`src/rtl/ps2_pkg.sv`:
```
// Shared types and constants for the PS/2 host-to-device transmitter.
// The frame helper packs the bits in wire order: d0..d7, odd parity, stop.
package ps2_pkg;

  typedef enum logic [2:0] {
    IDLE,
    INHIBIT,
    RTS,
    SHIFT,
    ACK,
    WAIT_IDLE
  } ps2_state_t;

  localparam int FRAME_BITS         = 10;
  localparam int DEF_INHIBIT_CYCLES = 2500;
  localparam int DEF_TIMEOUT_CYCLES = 375000;

  // The stop position is a 1 so that driving ~bit releases the data line.
  function automatic logic [FRAME_BITS-1:0] build_frame(input logic [7:0] data);
    return {1'b1, ~^data, data};
  endfunction

endpackage

```
`src/rtl/ps2_line_sync.sv`:
```
// Two-flop synchronizer for the raw PS/2 clock and data pins, plus a
// falling-edge strobe on the synchronized clock. Flops reset to the idle level.
module ps2_line_sync (
  input  logic clk,
  input  logic nreset,
  input  logic c_raw,
  input  logic d_raw,
  output logic c_sync,
  output logic d_sync,
  output logic fall
);

  logic c_p0, c_p1, c_p2;
  logic d_p0, d_p1;

  always_ff @(posedge clk or negedge nreset) begin
    if (!nreset) begin
      c_p0 <= 1'b1;
      c_p1 <= 1'b1;
      c_p2 <= 1'b1;
      d_p0 <= 1'b1;
      d_p1 <= 1'b1;
    end else begin
      c_p0 <= c_raw;
      c_p1 <= c_p0;
      c_p2 <= c_p1;
      d_p0 <= d_raw;
      d_p1 <= d_p0;
    end
  end

  assign c_sync = c_p1;
  assign d_sync = d_p1;
  assign fall   = c_p2 & ~c_p1;

endmodule

```
`src/rtl/ps2_host_tx.sv`:
```
// PS/2 host-to-device command transmitter: inhibit, request-to-send, shift
// one byte plus parity and stop on device clock falls, then check the ACK.
module ps2_host_tx
  import ps2_pkg::*;
#(
  parameter int INHIBIT_CYCLES = DEF_INHIBIT_CYCLES,
  parameter int TIMEOUT_CYCLES = DEF_TIMEOUT_CYCLES
) (
  input  logic       clk,
  input  logic       nreset,
  input  logic [7:0] tx_data,
  input  logic       tx_start,
  input  logic       ps2c_in,
  input  logic       ps2d_in,
  output logic       ps2c_oe,
  output logic       ps2d_oe,
  output logic       busy,
  output logic       tx_done,
  output logic       tx_error
);

  localparam int IW = (INHIBIT_CYCLES > 1) ? $clog2(INHIBIT_CYCLES) : 1;
  localparam int TW = (TIMEOUT_CYCLES > 1) ? $clog2(TIMEOUT_CYCLES) : 1;
  localparam logic [IW-1:0] INH_LAST = IW'(INHIBIT_CYCLES - 1);
  localparam logic [TW-1:0] TO_LAST  = TW'(TIMEOUT_CYCLES - 1);
  localparam logic [3:0]    LAST_IDX = 4'(FRAME_BITS - 1);

  ps2_state_t            state, state_nxt;
  logic [IW-1:0]         inh_cnt, inh_nxt;
  logic [TW-1:0]         to_cnt, to_nxt;
  logic [3:0]            bit_idx, idx_nxt;
  logic                  dbit, dbit_nxt;
  logic [FRAME_BITS-1:0] frame_q;
  logic                  load;
  logic                  c_oe, d_oe, done, err;
  logic                  c_sync, d_sync, fall;
  logic                  active, timeout;

  ps2_line_sync u_sync (
    .clk    (clk),
    .nreset (nreset),
    .c_raw  (ps2c_in),
    .d_raw  (ps2d_in),
    .c_sync (c_sync),
    .d_sync (d_sync),
    .fall   (fall)
  );

  assign active  = (state == RTS) || (state == SHIFT) ||
                   (state == ACK) || (state == WAIT_IDLE);
  assign timeout = active && (to_cnt == TO_LAST);

  always_ff @(posedge clk or negedge nreset) begin
    if (!nreset) begin
      state   <= IDLE;
      inh_cnt <= '0;
      to_cnt  <= '0;
      bit_idx <= '0;
      dbit    <= 1'b0;
    end else begin
      state   <= state_nxt;
      inh_cnt <= inh_nxt;
      to_cnt  <= to_nxt;
      bit_idx <= idx_nxt;
      dbit    <= dbit_nxt;
    end
  end

  // Frame contents are only meaningful while busy, so they carry no reset.
  always_ff @(posedge clk) begin
    if (load) begin
      frame_q <= build_frame(tx_data);
    end
  end

  always_comb begin
    state_nxt = state;
    inh_nxt   = '0;
    idx_nxt   = bit_idx;
    dbit_nxt  = dbit;
    load      = 1'b0;
    c_oe      = 1'b0;
    d_oe      = 1'b0;
    done      = 1'b0;
    err       = 1'b0;

    case (state)
      IDLE: begin
        if (tx_start) begin
          load      = 1'b1;
          state_nxt = INHIBIT;
        end
      end
      INHIBIT: begin
        c_oe = 1'b1;
        if (inh_cnt == INH_LAST) begin
          d_oe      = 1'b1;
          state_nxt = RTS;
        end else begin
          inh_nxt = inh_cnt + 1'b1;
        end
      end
      RTS: begin
        // The fall that ends request-to-send is also the slot for d0.
        d_oe = 1'b1;
        if (fall) begin
          dbit_nxt  = ~frame_q[bit_idx];
          idx_nxt   = bit_idx + 4'd1;
          state_nxt = SHIFT;
        end
      end
      SHIFT: begin
        d_oe = dbit;
        if (fall) begin
          dbit_nxt = ~frame_q[bit_idx];
          if (bit_idx == LAST_IDX) begin
            state_nxt = ACK;
          end else begin
            idx_nxt = bit_idx + 4'd1;
          end
        end
      end
      ACK: begin
        if (fall) begin
          if (d_sync) begin
            err       = 1'b1;
            state_nxt = IDLE;
          end else begin
            state_nxt = WAIT_IDLE;
          end
        end
      end
      WAIT_IDLE: begin
        if (c_sync && d_sync) begin
          done      = 1'b1;
          state_nxt = IDLE;
        end
      end
      default: state_nxt = IDLE;
    endcase

    // Timeout overrides any ACK outcome in the same cycle.
    if (timeout) begin
      state_nxt = IDLE;
      d_oe      = 1'b0;
      done      = 1'b0;
      err       = 1'b1;
    end

    if (state_nxt == IDLE) begin
      idx_nxt  = '0;
      dbit_nxt = 1'b0;
    end

    to_nxt = (active && (state_nxt != IDLE)) ? to_cnt + 1'b1 : '0;
  end

  assign ps2c_oe  = c_oe;
  assign ps2d_oe  = d_oe;
  assign busy     = (state != IDLE);
  assign tx_done  = done;
  assign tx_error = err;

endmodule

```
`config.mk`:
```
export PLATFORM = sky130hd
export DESIGN_NAME = ps2_host_tx
export DESIGN_NICKNAME = d
export VERILOG_FILES = /design/src/rtl/ps2_pkg.sv /design/src/rtl/ps2_line_sync.sv /design/src/rtl/ps2_host_tx.sv
export SDC_FILE = /design/constraint.sdc
export NUM_CORES = 1
export LEC_CHECK = 0
export ABC_AREA = 0
export CAP_MARGIN = 0
export CELL_PAD_IN_SITES_DETAIL_PLACEMENT = 2
export CELL_PAD_IN_SITES_GLOBAL_PLACEMENT = 2
export CORE_UTILIZATION = 35
export CTS_CLUSTER_DIAMETER = 120
export DETAILED_ROUTE_END_ITERATION = 12
export PLACE_DENSITY = 0.73
export SKIP_CTS_REPAIR_TIMING = 1
export SLEW_MARGIN = 10
export SYNTH_ARGS = -nofsm -noshare
export SYNTH_HDL_FRONTEND = slang
export SYNTH_SLANG_ARGS = --single-unit
export TNS_END_PERCENT = 5
```
`constraint.sdc`:
```
create_clock -name clk -period 2 [get_ports clk]
set_input_delay 0.4 -clock clk [delete_from_list [all_inputs] [get_ports clk]]
set_output_delay 0.4 -clock clk [all_outputs]
set_load 0.05 [all_outputs]
```
Yosys cells after proc, flatten, opt, wreduce, memory -nomap -nowiden
Cells that the tools add are included.

storage, ports and cells
  flip-flop bits (word level) = 53
  input port bits = 13
  output and inout port bits = 5
  word-level logic and storage cells = 82

operators by class
  $add $sub $neg = 3
  $lt $le $gt $ge = 1
  equal/unequal tests = 11
  mux-type cells = 36
  bitwise logic cells = 3
  reductions and logical operators = 17

operators by type and width
  cell                   count
  $mux 3                 9
  $mux 12                2
  $add 19x1->19 const B  1
  $eq 19x19->1 const B   1
  $mux 19                1
  $pmux 3 s6             1
  $mux 1                 16
  $mux 4                 4
  $add 12x1->12 const B  1
  $eq 12x12->1 const B   1
  $ne 3x2->1 const B     3
  $reduce_bool 3->1      3
  $pmux 4 s2             1
  $reduce_xnor 8->1      1
  $eq 3x2->1 const B     2
  $eq 3x3->1 const B     2
  $logic_not 3->1        2
  $lt 4x5->1 const B     1
  $add 4x1->4 const B    1
  $bmux 1 s4             1
  $eq 4x4->1 const B     1
  $reduce_and 4->1       1
  $reduce_bool 2->1      2
  $eq 3x1->1 const B     1
  7 further kinds        12

Depth between registers and ports, before layout
  depth in word-level cells = 9
  depth in mapped cells = 7
  gate-level depth less buffers = 7

Hierarchy
A second synthesis with hierarchy kept.

second synthesis, totals
  cells, all modules = 252
  area total of the unflattened synthesis = 2,660.1 um^2

by module, submodules not included
  module         times used  cells each  area an instance (um^2)  sequential area each (um^2)
  ps2_host_tx    1           246         2,514.9                  1,246.2
  ps2_line_sync  1           6           145.1                    131.4

Worst setup path before layout
OpenSTA, ideal clock, no wires.

  kind = register -> output
  start point = register inh_cnt[4]
  end point = output ps2d_oe
  arrival time = 2.398 ns
  required time = 1.600 ns
  slack = -0.798 ns
  stages on the path, launching flop included = 6
  cells stage by stage = dfrtp_1 or4b_1 nor4_2 a21oi_1 or3_1 a31oi_1

between the ends
  word-level cells in the longest chain between the ends = 4

ends and longest elaborated chain
  item                      line                source
  start: declaration        ps2_host_tx.sv:29   logic [IW-1:0] inh_cnt, inh_nxt;
  start signal: assignment  ps2_host_tx.sv:62   inh_cnt <= inh_nxt;
  $eq 12x12->1              ps2_host_tx.sv:96   if (inh_cnt == INH_LAST) begin
  $mux 1                    ps2_host_tx.sv:96
  $pmux 1 s3                ps2_host_tx.sv:87   case (state)
  $mux 1                    ps2_host_tx.sv:143  if (timeout) begin
  end: declaration          ps2_host_tx.sv:16   output logic ps2d_oe,

Every way passes these cells.

Worst setup path in the final report
  start point = register inh_cnt[9]
  end point = output ps2d_oe

Same word-level chain as after synthesis.

==> flow_summary.ini <==
[run_status]
outcome = complete, but fails checks
violations = negative setup slack

[timing]
setup_viol = 9
holdWs_ns = 0.0591
fmax_mhz = 368
worst_slack_ns = -0.721
hold_viol = 0
relSlewSlack_pct = 65.8
finalCriticalPeriod_ns = 2.72
period_share_pct = 136
finalMaxSlewViolations = 0
tightest_slew_ns = 0.513
rsz0062_at_grt = yes
fin_skew_ns = 0.00880

[power]
leakagePower_nw = 1.43
total_power_w = 0.00191
share_seq_of_total_power_pct = 58.3
p_int_w = 0.00152
ir_worst_vdd_v = 0.000399
clockPowerShare_pct = 37.5
p_comb_share_pct = 4.2
switchingPower_w = 0.000392
power_density_mw_per_mm2 = 552
switching_share_pct = 20.5

[floorplan]
die-area_mm2 = 0.00787
rows = 31
die_y_um = 88.7
die_w_um = 88.7
core_mm2 = 0.00725
start_util_pct = 36.3
io_pins = 18

[synthesis]
syn_area_per_cell_um2 = 10.8
synth_area_mm2 = 0.00263
synth-edff-count = 9
syn_inst = 244
synth_seq_cells = 53
synth_flop_cell = dfrtp_1
yosys_warnings = 0
seq_area_frac_synth_pct = 52.4
synth_top_area_share_pct = 37.1
synth_nets = 261
synthArstFlopShare_pct = 83.0
yosys.area.top_type = dfrtp_1
netlist_top_cells_area = dfrtp_1 (37%), edfxtp_1 (10%), xnor2_1 (6.0%)
ys_types = 51

[clocking]
clk_path_buf_depth = 2
clkLatencyLatePin_ns = 0.30
cts.root.buffer_cell = clkbuf_8
cts.clk_slew.worst_paths_ns = 0.09
cts_sinks = 53
cts_tree = built
numCtsBuffers = 5
h-tree-depth = 2

[global_routing]
grt_pass1_wl_mm = 11.7
grt_pass1_vias = 2354
grt_max_degree = 23
grt_usage_pct = 20.2
antenna_found_initial = 0
overflow = 0

[route]
drt_iter0_markers = 53
vias = 2064
wl_per_cell_um = 18.2
ant_nets = 0
drt_drc_violations_left = 0
via_per_inst = 5.08
drt_wl_total_mm = 7.39
dr.pass1.iters = 4

[finish]
design_area_mm2 = 0.00346
antenna_cells = 0
final_cells = 406
nets = 323
area_growth_pct = 31.4
layout-drive-gt1-share_pct = 29.0

[place]
port-buffer-count = 17
dpl_cell_area_mm2 = 0.00327
dpl_worst_slack_ns = -0.372
dp_hpwl_mm = 5.52
gp_congestion = 0.799
dp.cells = 397

[worst_setup_path]
path_cells = or4b_4 -> nor4_4 -> a21oi_2 -> or3_4 -> a31oi_4 -> buf_12
crit_type = flop to output port
reg2reg_slack_ns = -0.26
cp-end-kind = output port
cp.required_ns = 1.60
ff2ff_path_depth = 7
worstReg2RegStart = inh_cnt[9]
startpoint_type = flop
cp_slowest_cell = or4b_4
timing.critical_path.arrival_ns = 2.32
max_stage_delay_ns = 0.55
r2r_end = bit_idx[2]
cp_max_fo = 2

[job]
drv_cap = 0

[hold_path]
worstHoldPathType = input port to async pin
==> cell usage after synthesis, types with 5 or more instances <==
library cell and count:
nor3_1 6, dfrtp_1 39, a21oi_1 6, nand3_1 8, nand2_1 17, inv_1 9, xnor2_1 18, edfxtp_1 9
xor2_1 17, nor2_1 36, dfstp_2 5
==> cells in the final DEF (no fill, tap or decap), types with 8 or more instances in the layout <==
master	instances
dfrtp_1	39
nand3_1	8
nand2_1	17
xor2_1	17
xnor2_1	18
edfxtp_1	9
clkdlybuf4s50_1	11
nor2_1	35
buf_4	43
inv_1	9
==> how the worst max path moves through the flow <==
stage,startpoint,end,slack [ns],cells after the start
after detailed placement,inh_cnt[10],ps2d_oe,-0.37,6
after global routing,inh_cnt[9],ps2d_oe,-0.79,6
final,inh_cnt[9],ps2d_oe,-0.72,6
after global placement,inh_cnt[10],ps2d_oe,-0.30,6
after floorplan,inh_cnt[10],ps2d_oe,-0.30,5
after CTS,inh_cnt[10],ps2d_oe,-0.73,6
==> flip-flops by register name (all words and copies together) (netlist names) <==
signal         cells
bit_idx            4
dbit               1
frame_q            9
inh_cnt           12
state              3
to_cnt            19
u_sync.c_p0        1
u_sync.c_p2        1
u_sync.c_sync      1
u_sync.d_p0        1
u_sync.d_sync      1
==> cell families (layout without fill, tap and decap cells) <==
kind of cell	count (synthesis)	count (layout)	share of synthesized area, %
simple gates	106	106	21.8
flops	53	53	52.4
xor+xnor	35	35	11.6
compound gates	26	26	6.94
buf+inv	16	79	2.90
fa+ha+maj	4	4	1.90
mux	4	4	2.47
==> metrics by stage <==
step           util (%)  TNS (ns)
2_1_floorplan         -    -0.801
3_3_place_gp       45.1    -0.802
3_5_place_dp       45.1     -1.65
4_1_cts            46.6     -3.03
5_1_grt            47.7     -3.28
6_report           47.7     -2.63
==> power groups by stage <==
stage | Combinational [W] | Clock, W | Sequential, W
3_5_place_dp | 0.0000799 | 0 | 0.00113
4_1_cts | 0.0000807 | 0.000745 | 0.00111
5_1_grt | 0.0000897 | 0.000779 | 0.00111
2_1_floorplan | 0.0000257 | 0 | 0.00113
3_3_place_gp | 0.0000775 | 0 | 0.00113
6_report | 0.0000798 | 0.000716 | 0.00111
==> metal layers <==
layer,track usage [%],up-vias,share of wire (%),wire length (um)
li1,-,971,-,-
met1,22.2,1064,40,2990
met2,39.6,18,56,4160
met3,2.89,11,1.5,114
met4,6.30,0,1.8,133
met5,0,-,0,0
==> area by class of cell <==
cell class              instances  area [um2]
fillers                       785        3800
repair buffers                 61         541
inverters                      10        37.5
multi-input cells             175        1270
clock inverters                 2        33.8
well taps                      99         124
flip-flops and latches         53        1380
clock buffers                   6        72.6
==> worst max-delay path, delay by kind of cell, from the launching register on <==
kind                   cells  cell delay (ns)
DFF                        1             0.39
and+or+nand+nor            3             1.19
buffers and inverters      1             0.16
AOI/OAI and AO/OA          2             0.29
(Power assumes the default switching activity.)
